`src/rtl/vga_tile_paint_controller.sv`:
```
// vga_tile_paint_controller: PS/2 command sequencer with blank-synchronised 8x8 tile memory and cursor-overlaid pixel output
module vga_tile_paint_controller #(
  parameter int IMG_X0 = 242,
  parameter int IMG_Y0 = 142,
  parameter int BORDER = 2
) (
  input  logic       Clock,
  input  logic       Reset,
  input  logic [7:0] iScanCode,
  input  logic       iScanValid,
  input  logic [9:0] iHcounter,
  input  logic [9:0] iVcounter,
  output logic [7:0] oXRedCounter,
  output logic [7:0] oYRedCounter,
  output logic [2:0] oColorCuadro,
  output logic [2:0] oVGA_RGB,
  output logic       oBusy,
  output logic       oOverflow
);
  typedef enum logic [1:0] {IDLE, PAINT_WAIT, PAINT_WR, CLEAR} state_t;
  localparam logic [9:0] X0 = 10'(IMG_X0);
  localparam logic [9:0] X1 = 10'(IMG_X0 + 256);
  localparam logic [9:0] Y0 = 10'(IMG_Y0);
  localparam logic [9:0] Y1 = 10'(IMG_Y0 + 256);
  localparam logic [4:0] B_LO = 5'(BORDER);
  localparam logic [4:0] B_HI = 5'(32 - BORDER);
  state_t state, state_n;
  logic [2:0] tile [64];
  logic brk, act, blank, go_paint, go_clear, wr, in_img, in_cur, on_edge;
  logic [5:0] p_idx, cnt, wr_idx;
  logic [2:0] p_col, wr_col, rd_col;
  logic [7:0] lx, ly;
  assign act = iScanValid && !brk && iScanCode != 8'hF0;
  assign go_paint = act && iScanCode == 8'h5A;
  assign go_clear = act && iScanCode == 8'h21;
  assign blank = iVcounter < Y0 || iVcounter >= Y1;
  assign oBusy = state != IDLE;
  assign lx = 8'(iHcounter - X0);
  assign ly = 8'(iVcounter - Y0);
  assign in_img = iHcounter >= X0 && iHcounter < X1 && !blank;
  assign rd_col = tile[{ly[7:5], lx[7:5]}];
  assign in_cur = lx[7:5] == oXRedCounter[7:5] && ly[7:5] == oYRedCounter[7:5];
  assign on_edge = lx[4:0] < B_LO || lx[4:0] >= B_HI || ly[4:0] < B_LO || ly[4:0] >= B_HI;
  always_comb begin
    state_n = state;
    wr = 1'b0;
    wr_idx = p_idx;
    wr_col = p_col;
    case (state)
      IDLE:       state_n = go_paint ? PAINT_WAIT : go_clear ? CLEAR : IDLE;
      PAINT_WAIT: state_n = blank ? PAINT_WR : PAINT_WAIT;
      PAINT_WR: begin
        wr = 1'b1;
        state_n = IDLE;
      end
      default: begin
        wr = blank;
        wr_idx = cnt;
        wr_col = 3'd0;
        state_n = blank && cnt == 6'd63 ? IDLE : CLEAR;
      end
    endcase
  end
  always_ff @(posedge Clock) begin
    if (Reset) begin
      state <= IDLE;
      brk <= 1'b0;
      oXRedCounter <= 8'd0;
      oYRedCounter <= 8'd0;
      oColorCuadro <= 3'b001;
      oVGA_RGB <= 3'd0;
      oOverflow <= 1'b0;
      p_idx <= 6'd0;
      p_col <= 3'd0;
      cnt <= 6'd0;
      for (int i = 0; i < 64; i++) tile[i] <= 3'd0;
    end else begin
      state <= state_n;
      brk <= iScanValid ? !brk && iScanCode == 8'hF0 : brk;
      oYRedCounter <= !act ? oYRedCounter : iScanCode == 8'h1D ? oYRedCounter - 8'd32 :
                      iScanCode == 8'h1B ? oYRedCounter + 8'd32 : oYRedCounter;
      oXRedCounter <= !act ? oXRedCounter : iScanCode == 8'h1C ? oXRedCounter - 8'd32 :
                      iScanCode == 8'h23 ? oXRedCounter + 8'd32 : oXRedCounter;
      oColorCuadro <= act && iScanCode == 8'h29 ? oColorCuadro + 3'd1 : oColorCuadro;
      oOverflow <= oOverflow | (oBusy && (go_paint || go_clear));
      if (state == IDLE && go_paint) begin
        p_idx <= {oYRedCounter[7:5], oXRedCounter[7:5]};
        p_col <= oColorCuadro;
      end
      cnt <= state == IDLE ? 6'd0 : state == CLEAR && blank ? cnt + 6'd1 : cnt;
      if (wr) tile[wr_idx] <= wr_col;
      oVGA_RGB <= !in_img ? 3'd0 : in_cur && on_edge ? ~rd_col : rd_col;
    end
  end
endmodule

```
`config.mk`:
```
export PLATFORM = sky130hd
export DESIGN_NAME = vga_tile_paint_controller
export DESIGN_NICKNAME = d
export VERILOG_FILES = /design/src/rtl/vga_tile_paint_controller.sv
export SDC_FILE = /design/constraint.sdc
export NUM_CORES = 1
export LEC_CHECK = 0
export CAP_MARGIN = 20
export CORE_MARGIN = 2
export CORE_UTILIZATION = 47
export DETAILED_ROUTE_END_ITERATION = 8
export MAX_ROUTING_LAYER = met4
export PLACE_DENSITY_LB_ADDON = 0.12
export SYNTH_ARGS = -nofsm -noshare
export SYNTH_HDL_FRONTEND = slang
export SYNTH_SLANG_ARGS = --single-unit
```
`constraint.sdc`:
```
create_clock -name Clock -period 3.8 [get_ports Clock]
set_input_delay 0.95 -clock Clock [delete_from_list [all_inputs] [get_ports Clock]]
set_output_delay 0.95 -clock Clock [all_outputs]
set_load 0.1 [all_outputs]
```
======== Word level (Yosys, flattened, before mapping) ========
Memory sizes are Yosys's and may differ from the RTL's.
Index checks and enable logic that the tools add are counted.
storage, ports and cells
  bits in registers ....................... 41
  RAM bits ................................ 192
  input bits .............................. 31
  output and inout bits ................... 24
  word-level logic and storage cells ...... 98
  memories ................................ 1
cells by class
  $add $sub $neg .......................... 8
  order comparisons ....................... 8
  equality and inequality tests ........... 15
  muxes and demuxes ....................... 21
  bitwise gates (word level) .............. 3
  reductions and logical operators ........ 32
memories
  memory  words  bits a word  rd ports  clocked after Yosys merged registers in  wr ports  line  text
  tile    64     3            1         0                                        64        28    logic [2:0] tile [64];
operator list
  kind                   count
  $mux W8                4
  $eq A8 B5 Y1 const B   3
  $eq A8 B6 Y1 const B   3
  $add A8 B6 Y8 const B  2
  $sub A8 B6 Y8 const B  2
  $sub A8 B8 Y8 const B  2
  $logic_and A1 B1 Y1    14
  $mux W6                2
  $ge A10 B8 Y1 const B  1
  $ge A10 B9 Y1 const B  1
  $ge A5 B5 Y1 const B   2
  $lt A10 B8 Y1 const B  1
  $lt A10 B9 Y1 const B  1
  $lt A5 B2 Y1 const B   2
  $mux W3                3
  $eq A8 B7 Y1 const B   1
  $eq A8 B8 Y1 const B   1
  $mux W2                4
  $ne A8 B8 Y1 const B   1
  $add A6 B1 Y6 const B  1
  $eq A3 B3 Y1           2
  $eq A6 B6 Y1 const B   1
  $mux W1                6
  $pmux W2 S3            1
  other kinds (14)       26

======== Depth between registers and ports, before layout ========
Gate-level depths: netlist (run 1).
  depth after elaboration ................. 8
  gate-level depth with buffers ........... 10
  gate-level depth less buffers ........... 9

======== Worst setup path before layout (run 1) ========
No wires, ideal clock.
  kind .................................... input to register
  start ................................... input iHcounter[3]
  end ..................................... register oVGA_RGB[1]
  setup time .............................. 0.072 ns
  arrival time ............................ 2.921 ns
  required time ........................... 3.728 ns
  path slack .............................. 0.807 ns
  stages on the path ...................... 8
  path buffers ............................ 0
  cell sequence ........................... o31a_2 -> xnor2_2 -> mux4_1 -> mux2_2 -> a31oi_1 -> nand2_1 -> o211ai_2 -> mux2i_1
on the way
  longest elaborated chain between the ends .. 7
  elaborated cells on any way between the ends .. 18
  classes of those cells .................. add/sub (1); order compare (4); eq/ne (1); mux (1); bitwise (2); reduce/logical (8); memory (1)
ends and longest elaborated chain
  what                                                   line  text
  from (decl)                                            11    input logic [9:0] iHcounter,
  branches (longest 7 deep; another with $sub A8 B8 Y8)  n/a
  to (signal assigned)                                   92    oVGA_RGB <= !in_img ? 3'd0 : in_cur && on_edge ? ~rd_col : rd_col;
  to (decl)                                              16    output logic [2:0] oVGA_RGB,
Parallel ways; which one is timed is not known.
A chain may end at the register's enable or synchronous reset.

======== Final worst setup path (run 1) ========
  start ................................... input iHcounter[3]
  end ..................................... register oVGA_RGB[2]
The elaborated chain is that of the path after synthesis.

==> results.yml, run 1 <==
die:
  initial_core_util_pct: 48.2
  die_width_microns: 162
  rows: 57
  core_area_sq_um: 24500
  ios: 55
  die_h_microns: 162
  dieArea_sq_um: 26300
worst_setup_path:
  path_delay_family: "buffers and inverters"
  endpoint_kind: "register"
  cp.required_ns: 4.19
  cp-endpoint: "oVGA_RGB[2]"
  critPathLaunch: "iHcounter[3]"
  r2r_slack_ns: 0.93
  path_buf_inv: 4
  r2r-start: "state[0]"
  r2r_end: "tile[51][0]"
  crit_slowest_cell: "xor2_1"
  criticalPathCategory: "in -> reg"
  crit_chain: "clkdlybuf4s50_1 > buf_4 > buf_4 > o311ai_4 > xor2_1 > buf_4 > nand3_1 > a21oi_1 > o22ai_1 > nand4_1 > o32ai_2 > mux2i_1"
  slowest_delay_ns: 0.66
  critPathMaxFanout: 5
  crit_arrival_ns: 4.02
  cp.depth: 12
  reg2reg_depth: 5
  worstSetupStartpointType: "input pin"
  critical_path.most_common_cell: "buf_4"
clock_tree:
  cts_hold_buffers: 0
  cts_tree: "done"
  clk_pin_slew_worst_paths_ns: 0.06
  cts_sinks: 223
  cts_setup_buffers: 0
  clockBufferDepth: 3
  insertion_delay_ns: 0.52
  htreeDepth: 1
  cts-root-buf: "clkbuf_16"
  cts_buffers: 25
  ctsResizeCount: 0
timing:
  max_freq_mhz: 276
  fin_crit_ns: 3.63
  finalClockSkew_ns: 0.0109
  timing.final.crit_share_pct: 95.5
  maxSlewViolCount: 0
  hold_viol_final: 0
  rsz0062_at_grt: "no"
  max_slew_margin_pct: 31.8
  layout_setup_ws_ns: 0.172
  worst_pin_slew_ns: 1.02
  setup_viol_count_final: 0
synthesis:
  synth-seq-area-share_pct: 54.2
  synth_edf_count: 192
  synthFlopType: "edfxtp_1"
  synth_area_sq_um: 11800
  synthArstFlopShare_pct: 0
  yosysWarnings: 0
  synth.avg_cell_area_sq_um: 9.94
  netlist_instances: 1185
  synth_seq_cells: 223
  synthDistinctLibCells: 76
detailed_routing:
  ant_nets: 0
  route.vias.total: 9626
  drc: 0
  routed_wl_microns: 35900
  wl_per_cell_microns: 22.1
  drtIter0Drc: 1096
  drt-pass1-iter-count: 6
  via_per_inst: 5.94
run_status:
  status: "finished clean"
cells_and_area:
  fin_cells: 1621
  nets: 1314
  antenna_cells: 0
  area_growth_pct: 19.6
  utilization_pct: 57.6
  drive_gt1_share_pct: 14.4
  final_area_sq_um: 14100
flow_run:
  drv_cap: 0
grt:
  antenna_found_initial: 0
  grt_pass1_vias: 9160
  grt_first_pass_wirelength_microns: 54900
  grt_usage_pct: 28.5
  grt-ovfl-total: 0
  grt_max_degree: 89
power_and_ir_drop:
  ir_drop_uv: 283
  leakagePower_nw: 5.04
  power_density_nw_per_um2: 437
placed_design:
  dp_cells: 1576
  pre_cts_ws_ns: -0.245
  dpl-instance-area_sq_um: 13200
  routabilityCongestion: 0.869
  port-buffer-count: 42
  hpwl_microns: 25100
worst_hold_path:
  hold_class: "reg -> reg"
worst min-delay path: stages, from the launching register on:
cell and delay, ns:
dfxtp_1 0.31, inv_1 0.05, a21oi_1 0.05
placed cells by master (no fill, tap or decap), types with 8 or more instances in the layout:
| master | n |
|---|---|
| buf_12 | 12 |
| o21ai_0 | 35 |
| and3_1 | 11 |
| nand2b_1 | 21 |
| o221ai_1 | 8 |
| xor2_1 | 13 |
| buf_4 | 107 |
| nor2_1 | 259 |
| mux2i_1 | 22 |
| or3_1 | 8 |
| a211oi_1 | 14 |
| nor3_1 | 11 |
| dfxtp_1 | 31 |
| nand3_1 | 31 |
| xnor2_1 | 13 |
| a21o_1 | 61 |
| edfxtp_1 | 192 |
| conb_1 | 10 |
| a31oi_1 | 21 |
| clkdlybuf4s50_1 | 37 |
| and2_0 | 8 |
| o21bai_1 | 8 |
| inv_1 | 12 |
| a21oi_1 | 28 |
| nand4_1 | 9 |
| clkbuf_16 | 25 |
| nand2_1 | 141 |
cell families (layout without fill, tap and decap cells):
group | Yosys count | in the layout | synth area share [%]
AO/OA/AOI/OAI | 254 | 254 | 15.7
flip-flops | 223 | 223 | 54.2
AND/OR/NAND/NOR | 530 | 530 | 19.5
adder cells (fa/ha/maj) | 4 | 4 | 0.552
buffers and inverters | 111 | 214 | 4.24
XOR/XNOR | 29 | 29 | 2.28
other | 1 | 10 | 0.0318
multiplexers | 33 | 33 | 3.53
how the worst min path moves through the flow:
stage                     slack (ns)  cells after the start   endpoint      start
final                           0.45                      2  oOverflow  oOverflow
after global routing            0.47                      2  oOverflow  oOverflow
after CTS                       0.45                      2  oOverflow  oOverflow
after detailed placement        0.44                      2  oOverflow  oOverflow
after global placement          0.44                      2  oOverflow  oOverflow
after floorplan                 0.44                      2        brk        brk
per-layer routing:
metal	vias to the layer above	global-route usage (%)	share of wire, %
met5	-	-	0
met4	0	7.44	2.6
met2	457	44.6	46
li1	4425	-	-
met3	67	4.75	8.3
met1	4677	39.0	43
cell usage after synthesis (9+ instances only):
cell type  instances  share of area [%]
xnor2_1           14                1.0
nand2_1          141                4.5
nor3_1            11               0.47
clkbuf_1          66                2.1
xor2_1            13               0.97
mux2i_1           22                1.9
edfxtp_1         192                 49
buf_2             18               0.76
a31oi_1           21                1.1
nor2_1           259                8.3
nand2b_1          21                1.1
dfxtp_1           31                5.3
a21oi_1           28                1.2
a21o_1            61                3.9
a211oi_1          14               0.89
inv_1             12               0.38
and3_1            11               0.58
o21ai_0           35                1.5
nand3_1           31                1.3
buf_4             10               0.64
nand4_1            9               0.48
registers in the layout (all words and copies together), names as in the netlist:
signal and cells:
oYRedCounter 3, cnt 6, p_idx 6, state 2
oXRedCounter 3, oVGA_RGB 3, p_col 3, oColorCuadro 3
tile 192, oOverflow 1, brk 1
report_power, final:
part	internal, mW	leakage [nW]	switching (mW)
logic	0.306	2.50	0.477
registers	2.74	2.12	0.0343
clock network	1.60	0.417	0.988
total	4.65	5.04	1.50
stage by stage:
| stage | hold WS, ns | setup TNS [ns] | power [mW] |
|---|---|---|---|
| 3_5_place_dp | 0.444 | -2.34 | 3.60 |
| 6_report | 0.447 | 0 | 6.15 |
| 4_1_cts | 0.453 | 0 | 6.16 |
| 3_3_place_gp | 0.436 | -1.91 | 3.59 |
| 5_1_grt | 0.468 | 0 | 6.32 |
| 2_1_floorplan | 0.444 | 0 | 3.28 |
cell type report:
type	count	area, sq um
fillers	2145	10400
clock buffers	26	629
repair buffers	157	1420
clock inverters	19	244
inverters	12	45.0
well taps	324	405
flip-flops and latches	223	6390
multi-input cells	860	4960
No activity file was read; power rests on OpenSTA's default activity.
==> run 2: changes to the inputs <==
- ABC_CLOCK_PERIOD_IN_PS: default -> 3620
- SKIP_LAST_GASP: default -> 1
- clock period: 3.8 -> 3.62 ns (I/O delays scaled with it)
==> results.yml, run 2 (synthesis gave the netlist of run 1 again) <==
cells_and_area:
  antenna_cells: 0
  drive_gt1_share_pct: 15.7
  largest-register: "tile"
  top_regs: "tile: 192 flops, cnt: 6 flops, p_idx: 6 flops"
  final_cell_mix: "259 x nor2_1, 192 x edfxtp_1, 141 x nand2_1, 130 x buf_4, 61 x a21o_1"
  nets: 1328
  layout_commonest_cell: "nor2_1"
  fin_cells: 1635
  largest_register_ffs: 192
  area_growth_pct: 19.5
  num-fill-cells: 2124
timing:
  setup_viol_count_final: 0
  hold_viol_final: 0
  fin_crit_ns: 3.37
  max_slew_margin_pct: 33.0
  max_freq_mhz: 297
  worst_pin_slew_ns: 1.00
  finalClockSkew_ns: 0.0118
  maxSlewViolCount: 0
  rsz0062_at_grt: "no"
  layout_setup_ws_ns: 0.250
  timing.final.crit_share_pct: 93.1
die:
  ios: 55
  die_width_microns: 162
  rows: 57
  initial_core_util_pct: 48.2
  core_area_sq_um: 24500
  die_h_microns: 162
  dieArea_sq_um: 26300
detailed_routing:
  routed_wl_microns: 36100
  drtIter0Drc: 985
  wl_met3_microns: 3420
  drc: 0
  route.vias.total: 9739
  wl_met1_microns: 14900
  via_per_inst: 5.96
  drt-pass1-iter-count: 5
  top_layer_used: "met4"
  ant_nets: 0
  wl_met2_microns: 16500
  wl_per_cell_microns: 22.1
power_and_ir_drop:
  p_sw_mw: 1.56
  power_density_nw_per_um2: 444
  combPwrFrac_pct: 13.3
  ir_drop_uv: 307
  p_int_mw: 4.69
  p_clk_share_pct: 40.0
  leakagePower_nw: 5.09
  switching_share_pct: 24.9
  pwr-share-seq_pct: 46.7
worst_setup_path:
  crit_chain: "clkdlybuf4s50_1 > o31a_2 > nand3_2 > buf_4 > nand2_1 > a31oi_1 > o2111ai_1 > o211ai_1 > o32ai_2 > mux2i_1"
  slowest_delay_ns: 0.59
  crit_arrival_ns: 3.82
  critPathLaunch: "iHcounter[4]"
  crit_slowest_cell: "clkdlybuf4s50_1"
  cp.required_ns: 4.07
  r2r-start: "state[0]"
  endpoint_kind: "register"
  criticalPathCategory: "in -> reg"
  r2r_slack_ns: 0.85
  critPathMaxFanout: 5
  worstSetupStartpointType: "input pin"
grt:
  grt_pass1_vias: 9331
  grt_max_degree: 89
  grt_usage_pct: 28.4
  grt_first_pass_wirelength_microns: 54600
  grt-ovfl-total: 0
  antenna_found_initial: 0
placed_design:
  pre_cts_ws_ns: -0.203
  dp_cells: 1590
  hpwl_microns: 25600
  port-buffer-count: 42
  routabilityCongestion: 0.881
clock_tree:
  insertion_delay_ns: 0.52
  cts_hold_buffers: 0
  clockBufferDepth: 3
  cts_setup_buffers: 0
  ctsResizeCount: 0
  cts_sinks: 223
  cts-root-buf: "clkbuf_16"
  cts_buffers: 25
  clk_pin_slew_worst_paths_ns: 0.06
  cts_tree: "done"
  htreeDepth: 1
run_status:
  status: "finished clean"
flow_run:
  drv_cap: 0
worst_hold_path:
  hold_class: "reg -> reg"
  min_from: "oOverflow"
## run 2: layout make-up
class / instances / area [sq um] / area share, %
Multi-Input combinational cell: 860 / 4960 / 35.2
Clock buffer: 32 / 652 / 4.63
Clock inverter: 13 / 141 / 1.00
Tap cell: 324 / 405 / 2.88
Sequential cell: 223 / 6390 / 45.4
Inverter: 12 / 45.0 / 0.320
Timing Repair Buffer: 171 / 1490 / 10.6
## run 2: routing by layer
layer / global-route usage [%] / vias to the layer above
li1: - / 4461
met1: 38.3 / 4670
met2: 44.5 / 525
met3: 4.21 / 83
met4: 9.05 / 0
met5: - / -
## run 2: metrics by stage
stage / utilization (%) / power [mW] / area, sq um / TNS [ns] / hold WS, ns
after floorplan: - / 3.44 / 11800 / 0 / 0.444
after global placement: 54.3 / 3.78 / 13300 / -0.968 / 0.437
after detailed placement: 54.3 / 3.79 / 13300 / -1.44 / 0.446
after CTS: 57.6 / 6.25 / 14100 / 0 / 0.457
after global routing: 57.6 / 6.41 / 14100 / 0 / 0.483
final: 57.6 / 6.25 / 14100 / 0 / 0.456
## run 2: power by group through the flow
stage | registers (mW) | logic [mW] | clock network (mW)
after CTS | 2.92 | 0.823 | 2.51
after global routing | 2.93 | 0.882 | 2.60
after floorplan | 2.96 | 0.482 | 0
after global placement | 2.97 | 0.809 | 0
final | 2.92 | 0.833 | 2.50
after detailed placement | 2.97 | 0.818 | 0
## run 2: worst paths after layout
kind,depth (start not counted),endpoint
max,10,oVGA_RGB[0]
min,2,oOverflow
max reg2reg,6,tile[54][0]
min reg2reg,2,oOverflow
## run 2: worst max-delay path: cells and delay by family
kind	cells	cell delay [ns]
AO/OA/AOI/OAI	5	1.35
buffers and inverters	2	0.81
AND/OR/NAND/NOR	2	0.54
multiplexers	1	0.22
==> run 3: changes to the inputs <==
- HOLD_SLACK_MARGIN: default -> 0.12
==> results of run 3 <==
The final DEF is identical to that of run 2; final timing and power are the same.
